[config.mk]
export PLATFORM = sky130hd
export DESIGN_NAME = uart_baud_rate_generator
export DESIGN_NICKNAME = d
export VERILOG_FILES = /design/src/rtl/uart_baud_rate_generator.sv
export SDC_FILE = /design/constraint.sdc
export NUM_CORES = 1
export LEC_CHECK = 0
export ABC_AREA = 1
export ABC_CLOCK_PERIOD_IN_PS = 1700
export CAP_MARGIN = 25
export CELL_PAD_IN_SITES_DETAIL_PLACEMENT = 0
export CELL_PAD_IN_SITES_GLOBAL_PLACEMENT = 1
export CORE_MARGIN = 2
export CORE_UTILIZATION = 40
export DETAILED_ROUTE_END_ITERATION = 16
export DONT_BUFFER_PORTS = 1
export PLACE_DENSITY_LB_ADDON = 0.2
export SLEW_MARGIN = 20
export SYNTH_ARGS = -nofsm -noshare
export SYNTH_HDL_FRONTEND = slang
export SYNTH_SLANG_ARGS = --single-unit
[constraint.sdc]
create_clock -name clk -period 1.7 [get_ports clk]
set_input_delay 0.085 -clock clk [delete_from_list [all_inputs] [get_ports clk]]
set_output_delay 0.085 -clock clk [all_outputs]
set_load 0.05 [all_outputs]
[src/rtl/uart_baud_rate_generator.sv]
// Free-running baud-rate tick generator for the APB UART.
// Divides clk by DIVISOR = CLK_FREQ_HZ / BAUD_RATE (truncated) and emits a registered,
// single-cycle baud_tick once per bit period. The divisor is fixed at elaboration.
// Optional build macro UART_BAUD_OVERSAMPLE_EN adds an independent 16x os_tick strobe
// with period OS_DIV = DIVISOR / 16.
module uart_baud_rate_generator #(
   parameter int unsigned CLK_FREQ_HZ = 50_000_000,
   parameter int unsigned BAUD_RATE   = 115200
) (
   input  logic clk,
   input  logic rst_n,
   output logic baud_tick
`ifdef UART_BAUD_OVERSAMPLE_EN
   ,
   output logic os_tick
`endif
);

   // Guard the division so a zero baud rate reaches the elaboration check below
   // instead of failing inside a constant expression.
   localparam int unsigned DIVISOR = (BAUD_RATE == 0) ? 0 : (CLK_FREQ_HZ / BAUD_RATE);
   localparam int unsigned CNT_W   = (DIVISOR <= 2) ? 1 : $clog2(DIVISOR);

   // Achieved rate and its absolute deviation from the target, in 64-bit to keep the
   // percentage comparison free of overflow.
   localparam longint unsigned ACTUAL_RATE =
      (DIVISOR == 0) ? 64'd0 : (longint'(CLK_FREQ_HZ) / longint'(DIVISOR));
   localparam longint unsigned RATE_DELTA  =
      (ACTUAL_RATE > longint'(BAUD_RATE)) ? (ACTUAL_RATE - longint'(BAUD_RATE))
                                          : (longint'(BAUD_RATE) - ACTUAL_RATE);

   localparam logic [CNT_W-1:0] CntMax = CNT_W'(DIVISOR - 1);

   // ---------------------------------------------------------------------------------------
   // Elaboration-time parameter checks
   // ---------------------------------------------------------------------------------------
   if (BAUD_RATE == 0) begin : g_err_baud_zero
      $error("uart_baud_rate_generator: BAUD_RATE must be non-zero");
   end

   if (DIVISOR < 2) begin : g_err_div_small
      $error("uart_baud_rate_generator: DIVISOR = CLK_FREQ_HZ / BAUD_RATE must be >= 2");
   end

   if ((BAUD_RATE != 0) && (RATE_DELTA * 100 > longint'(BAUD_RATE) * 2)) begin : g_err_rate
      $error("uart_baud_rate_generator: achieved baud rate deviates more than 2%% from target");
   end

   // ---------------------------------------------------------------------------------------
   // Baud counter
   // ---------------------------------------------------------------------------------------
   logic [CNT_W-1:0] cnt_q, cnt_d;
   logic             baud_tick_q, baud_tick_d;

   // Next-state: wrap at DIVISOR-1 and strobe; any out-of-range value reloads zero.
   always_comb begin
      cnt_d       = cnt_q + CNT_W'(1);
      baud_tick_d = 1'b0;
      if (cnt_q == CntMax) begin
         cnt_d       = '0;
         baud_tick_d = 1'b1;
      end else if (cnt_q > CntMax) begin
         cnt_d       = '0;
      end
   end

   // Counter and tick registers; reset discards any partial count immediately.
   always_ff @(posedge clk or negedge rst_n) begin
      if (!rst_n) begin
         cnt_q       <= '0;
         baud_tick_q <= 1'b0;
      end else begin
         cnt_q       <= cnt_d;
         baud_tick_q <= baud_tick_d;
      end
   end

   assign baud_tick = baud_tick_q;

`ifdef UART_BAUD_OVERSAMPLE_EN
   // ---------------------------------------------------------------------------------------
   // Oversample counter, free-running and unaligned with the baud counter
   // ---------------------------------------------------------------------------------------
   localparam int unsigned OVERSAMPLE = 16;
   localparam int unsigned OS_DIV     = DIVISOR / OVERSAMPLE;
   localparam int unsigned OS_W       = (OS_DIV <= 2) ? 1 : $clog2(OS_DIV);

   localparam logic [OS_W-1:0] OsMax = OS_W'(OS_DIV - 1);

   if (OS_DIV < 2) begin : g_err_os_div_small
      $error("uart_baud_rate_generator: OS_DIV = DIVISOR / 16 must be >= 2");
   end

   logic [OS_W-1:0] os_cnt_q, os_cnt_d;
   logic            os_tick_q, os_tick_d;

   // Next-state: same wrap and recovery rules as the baud counter.
   always_comb begin
      os_cnt_d  = os_cnt_q + OS_W'(1);
      os_tick_d = 1'b0;
      if (os_cnt_q == OsMax) begin
         os_cnt_d  = '0;
         os_tick_d = 1'b1;
      end else if (os_cnt_q > OsMax) begin
         os_cnt_d  = '0;
      end
   end

   // Oversample counter and tick registers.
   always_ff @(posedge clk or negedge rst_n) begin
      if (!rst_n) begin
         os_cnt_q  <= '0;
         os_tick_q <= 1'b0;
      end else begin
         os_cnt_q  <= os_cnt_d;
         os_tick_q <= os_tick_d;
      end
   end

   assign os_tick = os_tick_q;
`endif

endmodule

# Word-level counts from Yosys, hierarchy flattened
# Index checks and enable logic that the tools add are counted.
# word_totals
reg_bits	10
inputBits	2
out_inout_bits	1
word_cells	8
# op_classes
addsub	1
order_cmp	1
eq_ne	1
n_mux	3
# op_table
cell	count
$mux W9	2
$add A9 B1 Y9 const B	1
$eq A9 B9 Y1 const B	1
$gt A9 B9 Y1 const B	1
$mux W1	1

# Depth between registers and ports, before layout
# logic_depth
ltp_word	3
depth_mapped	7
depth_no_buf	7

# Worst setup path before layout
# OpenSTA, ideal clock, no wires.
# synth_path
path_type	register to register
startpoint	reg cnt_q[0]
endpoint	reg cnt_q[6]
setup_time_ns	0.121
arrival_ns	1.031
t_required_ns	1.579
slack_ns	0.549
stages_incl_launch_ff	6
path_buffers	0
synth_period_minus_slack_ns	1.151
path_cell_list	dfrtp_1 ha_1 nand3_2 nor2_1 xor2_1 nor2_1
# synth_via
elab_chain_cells	3
word_cells_on_any_way	5
# synth_lines
element	line_no	text
start: declaration	52	logic [CNT_W-1:0] cnt_q, cnt_d;
start signal: assignment	73	cnt_q <= cnt_d;
$add A9 B1 Y9 or $gt A9 B9 Y1 (tied branches)	57, 62	
$mux W9	62	end else if (cnt_q > CntMax) begin
$mux W9 *	59	if (cnt_q == CntMax) begin
named net cnt_d[6]	52	
# The timed path passes the listed nets; every way through them passes the cells marked *.

# Worst setup path in the final report
# Same ends and word-level chain as after synthesis.

==> out/metrics.cfg <==
[run_status]
status=completed

[timing]
worstMarginPinSlew_ns=0.466
setup_violations=0
slew_viol_final=0
hold_viol=0
fin_ws_ns=0.468
post-route-period-util_pct=72.5
max_freq_mhz=812
finalCriticalPeriod_ns=1.23
grt_setup_unrepaired=no
skew_ns=0.00373
tns_ns=0
max-slew-margin-rel_pct=68.8

[yosys]
yosysTopAreaCellShare_pct=48.2
yosysTopAreaCell=dfrtp_1
synth-simple-area-share_pct=32.0
synth_mux_area_share_pct=0
syn_nets=64
synthesis.area_um2=519
netlist_instances=60
synth_cell_type_count=15
synthXorXnorAreaFrac_pct=6.75
ys_warn_count=0
synth_top_family_by_area=simple AND/OR/NAND/NOR gates
ys_ff_latch=10
synth_adder_area_share_pct=4.82
avgSynthCellArea_um2=8.65
synth_compound_area_share_pct=3.13
synth.area.top_cells=dfrtp_1 (48%), nor2_1 (12%), nand2_1 (7.2%), inv_1 (5.1%), xor2_1 (5.1%)
ys_seq_area_share_pct=48.2

[global_routing]
grt_remaining_overflow=0
antenna_found_initial=0
grt.total_usage_pct=14.7
grt_pass1_vias=350
grt_max_degree=11
grt_pass1_wl_mm=1.49

[floorplanning]
coreArea_um2=1160
start_util_pct=44.9
die_w_um=40.0
dieHeight_um=40.0
die_area_um2=1600
placementRows=12
pin_count=3

[route]
ant_nets=0
viasPerCell=4.63
vias=361
drc=0
totalWireLength_um=865
routedWlPerCell_um=11.1
drtIter0Drc=7
dr.pass1.iters=3

[clocking]
cts-hold-fix-buffers=1
cts_max_level=1
cts_tree=built
clock_sinks=10
cts.clk_slew.worst_paths_ns=0.06
clock_path_buffers=2
cts_buffers=3
root_buffer=clkbuf_4
post_cts_resized=0
cts_setup_buffers=0
clk_latency_ns=0.25

[place]
place.gp.congestion=0.723
place_ws_ns=0.460
portBuffers=0
hpwl_um=655

[critical_path]
crit_path_end_kind=register
worstPathArrival_ns=1.38
startpoint_type=register
cp_data_required_time_ns=1.85
cp_max_fo=7
path_cells=ha_1 > nand3_2 > nor2_1 > xor2_1 > nor2_1
cpMaxStageDelayCell=dfrtp_1
critPathKind=register to register
r2r_setup_slack_ns=0.47
critPathMaxStageDelay_ns=0.45
rr_worst_depth=5
timing.critical_path.mode_cell=nor2_1
r2r_start=cnt_q[0]
regToRegEndpoint=cnt_q[6]

[pwr]
pwr-share-comb_pct=1.5
p_clk_share_pct=38.8
power_density_nw_per_um2=701
seqPwrFrac_pct=59.6
p_sw_uw=78.1
swShare_pct=19.6
internal_power_uw=321
ir_drop_v=0.000362
power_uw=399
leakagePower_uw=0.000271

[final_layout]
antenna_cells=0
fin_nets=70
area_growth_pct=9.64
drive_gt1_share_pct=12.5

[job]
maxCapViolCount=0

[min_path]
hp-class=primary input to async pin

-- layout make-up --
type	instances	area [µm²]
clock buffers	3	22.5
fillers	116	587
inverters	7	26.3
multi-input cells	43	243
flip-flops and latches	10	250
well taps	14	17.5
repair buffers	1	10.0
-- sequential cells by signal, summed over array words and instances, names as in the netlist --
name,flops
cnt_q,9
baud_tick,1
-- synthesized netlist by cell type --
master / count
inv_1: 7
a31oi_1: 1
dfrtp_1: 10
nand3_4: 1
nor3_2: 2
nand3_2: 1
nor3_1: 1
nand2_2: 1
nand3_1: 2
nor2_1: 16
xor2_1: 3
xnor2_1: 1
nand2_1: 10
ha_1: 2
a21oi_1: 2
-- stage by stage --
step | util, % | cell area (µm²) | hold WS, ns | cells
final | 49.2 | 569 | 0.216 | 78
after global routing | 49.2 | 569 | 0.241 | 78
after CTS | 49.2 | 569 | 0.235 | 78
after detailed placement | 46.4 | 537 | -0.210 | 74
after global placement | 46.4 | 537 | -0.210 | 74
after floorplan | - | 519 | -0.211 | 60
-- worst max path at each step --
stage | startpoint | end | slack (ns) | cells after the start
after floorplan | cnt_q[0] | cnt_q[6] | 0.55 | 5
after global placement | cnt_q[0] | cnt_q[6] | 0.48 | 5
after detailed placement | cnt_q[0] | cnt_q[6] | 0.46 | 5
after CTS | cnt_q[0] | cnt_q[6] | 0.45 | 5
after global routing | cnt_q[0] | cnt_q[6] | 0.33 | 5
final | cnt_q[0] | cnt_q[6] | 0.47 | 5
-- power by group through the flow --
stage                     clock network, µW  logic, µW  registers (µW)
after floorplan                           0   0.000128             242
after global placement                    0   0.000128             242
after detailed placement                  0   0.000128             242
after CTS                               161       6.70             238
after global routing                    175       7.17             238
final                                   155       6.11             238
-- cells by family after synthesis --
group / after synthesis
fa+ha+maj: 2
xor+xnor: 4
simple gates: 34
buf+inv: 7
compound gates: 3
flops: 10
-- layer usage --
metal  share of wire (%)  routed length (µm)  track usage, %
met5                   0                   0               0
met1                  56                 488            22.2
met3                 2.7                  23            5.00
met4                0.46                   4            7.76
met2                  40                 349            17.7
-- critical path: cells and delay by family, from the launching register on --
kind                     cells  cell delay (ns)
XOR/XNOR                     1             0.15
flip-flops                   1             0.45
AND/OR/NAND/NOR              3             0.30
adder cells (fa/ha/maj)      1             0.23
-- cells in the final DEF, fill, tap and decap left out --
master | Yosys | routed
nor2_1 | 16 | 16
inv_1 | 7 | 7
nand3_2 | 1 | 1
nor3_2 | 2 | 2
xnor2_1 | 1 | 1
a31oi_1 | 1 | 1
xor2_1 | 3 | 3
nand3_1 | 2 | 2
clkbuf_4 | 0 | 3
nor3_1 | 1 | 1
dfrtp_1 | 10 | 10
a21oi_1 | 2 | 2
nand3_4 | 1 | 1
nand2_2 | 1 | 1
nand2_1 | 10 | 10
ha_1 | 2 | 2
dlygate4sd3_1 | 0 | 1
(Power assumes the default switching activity.)
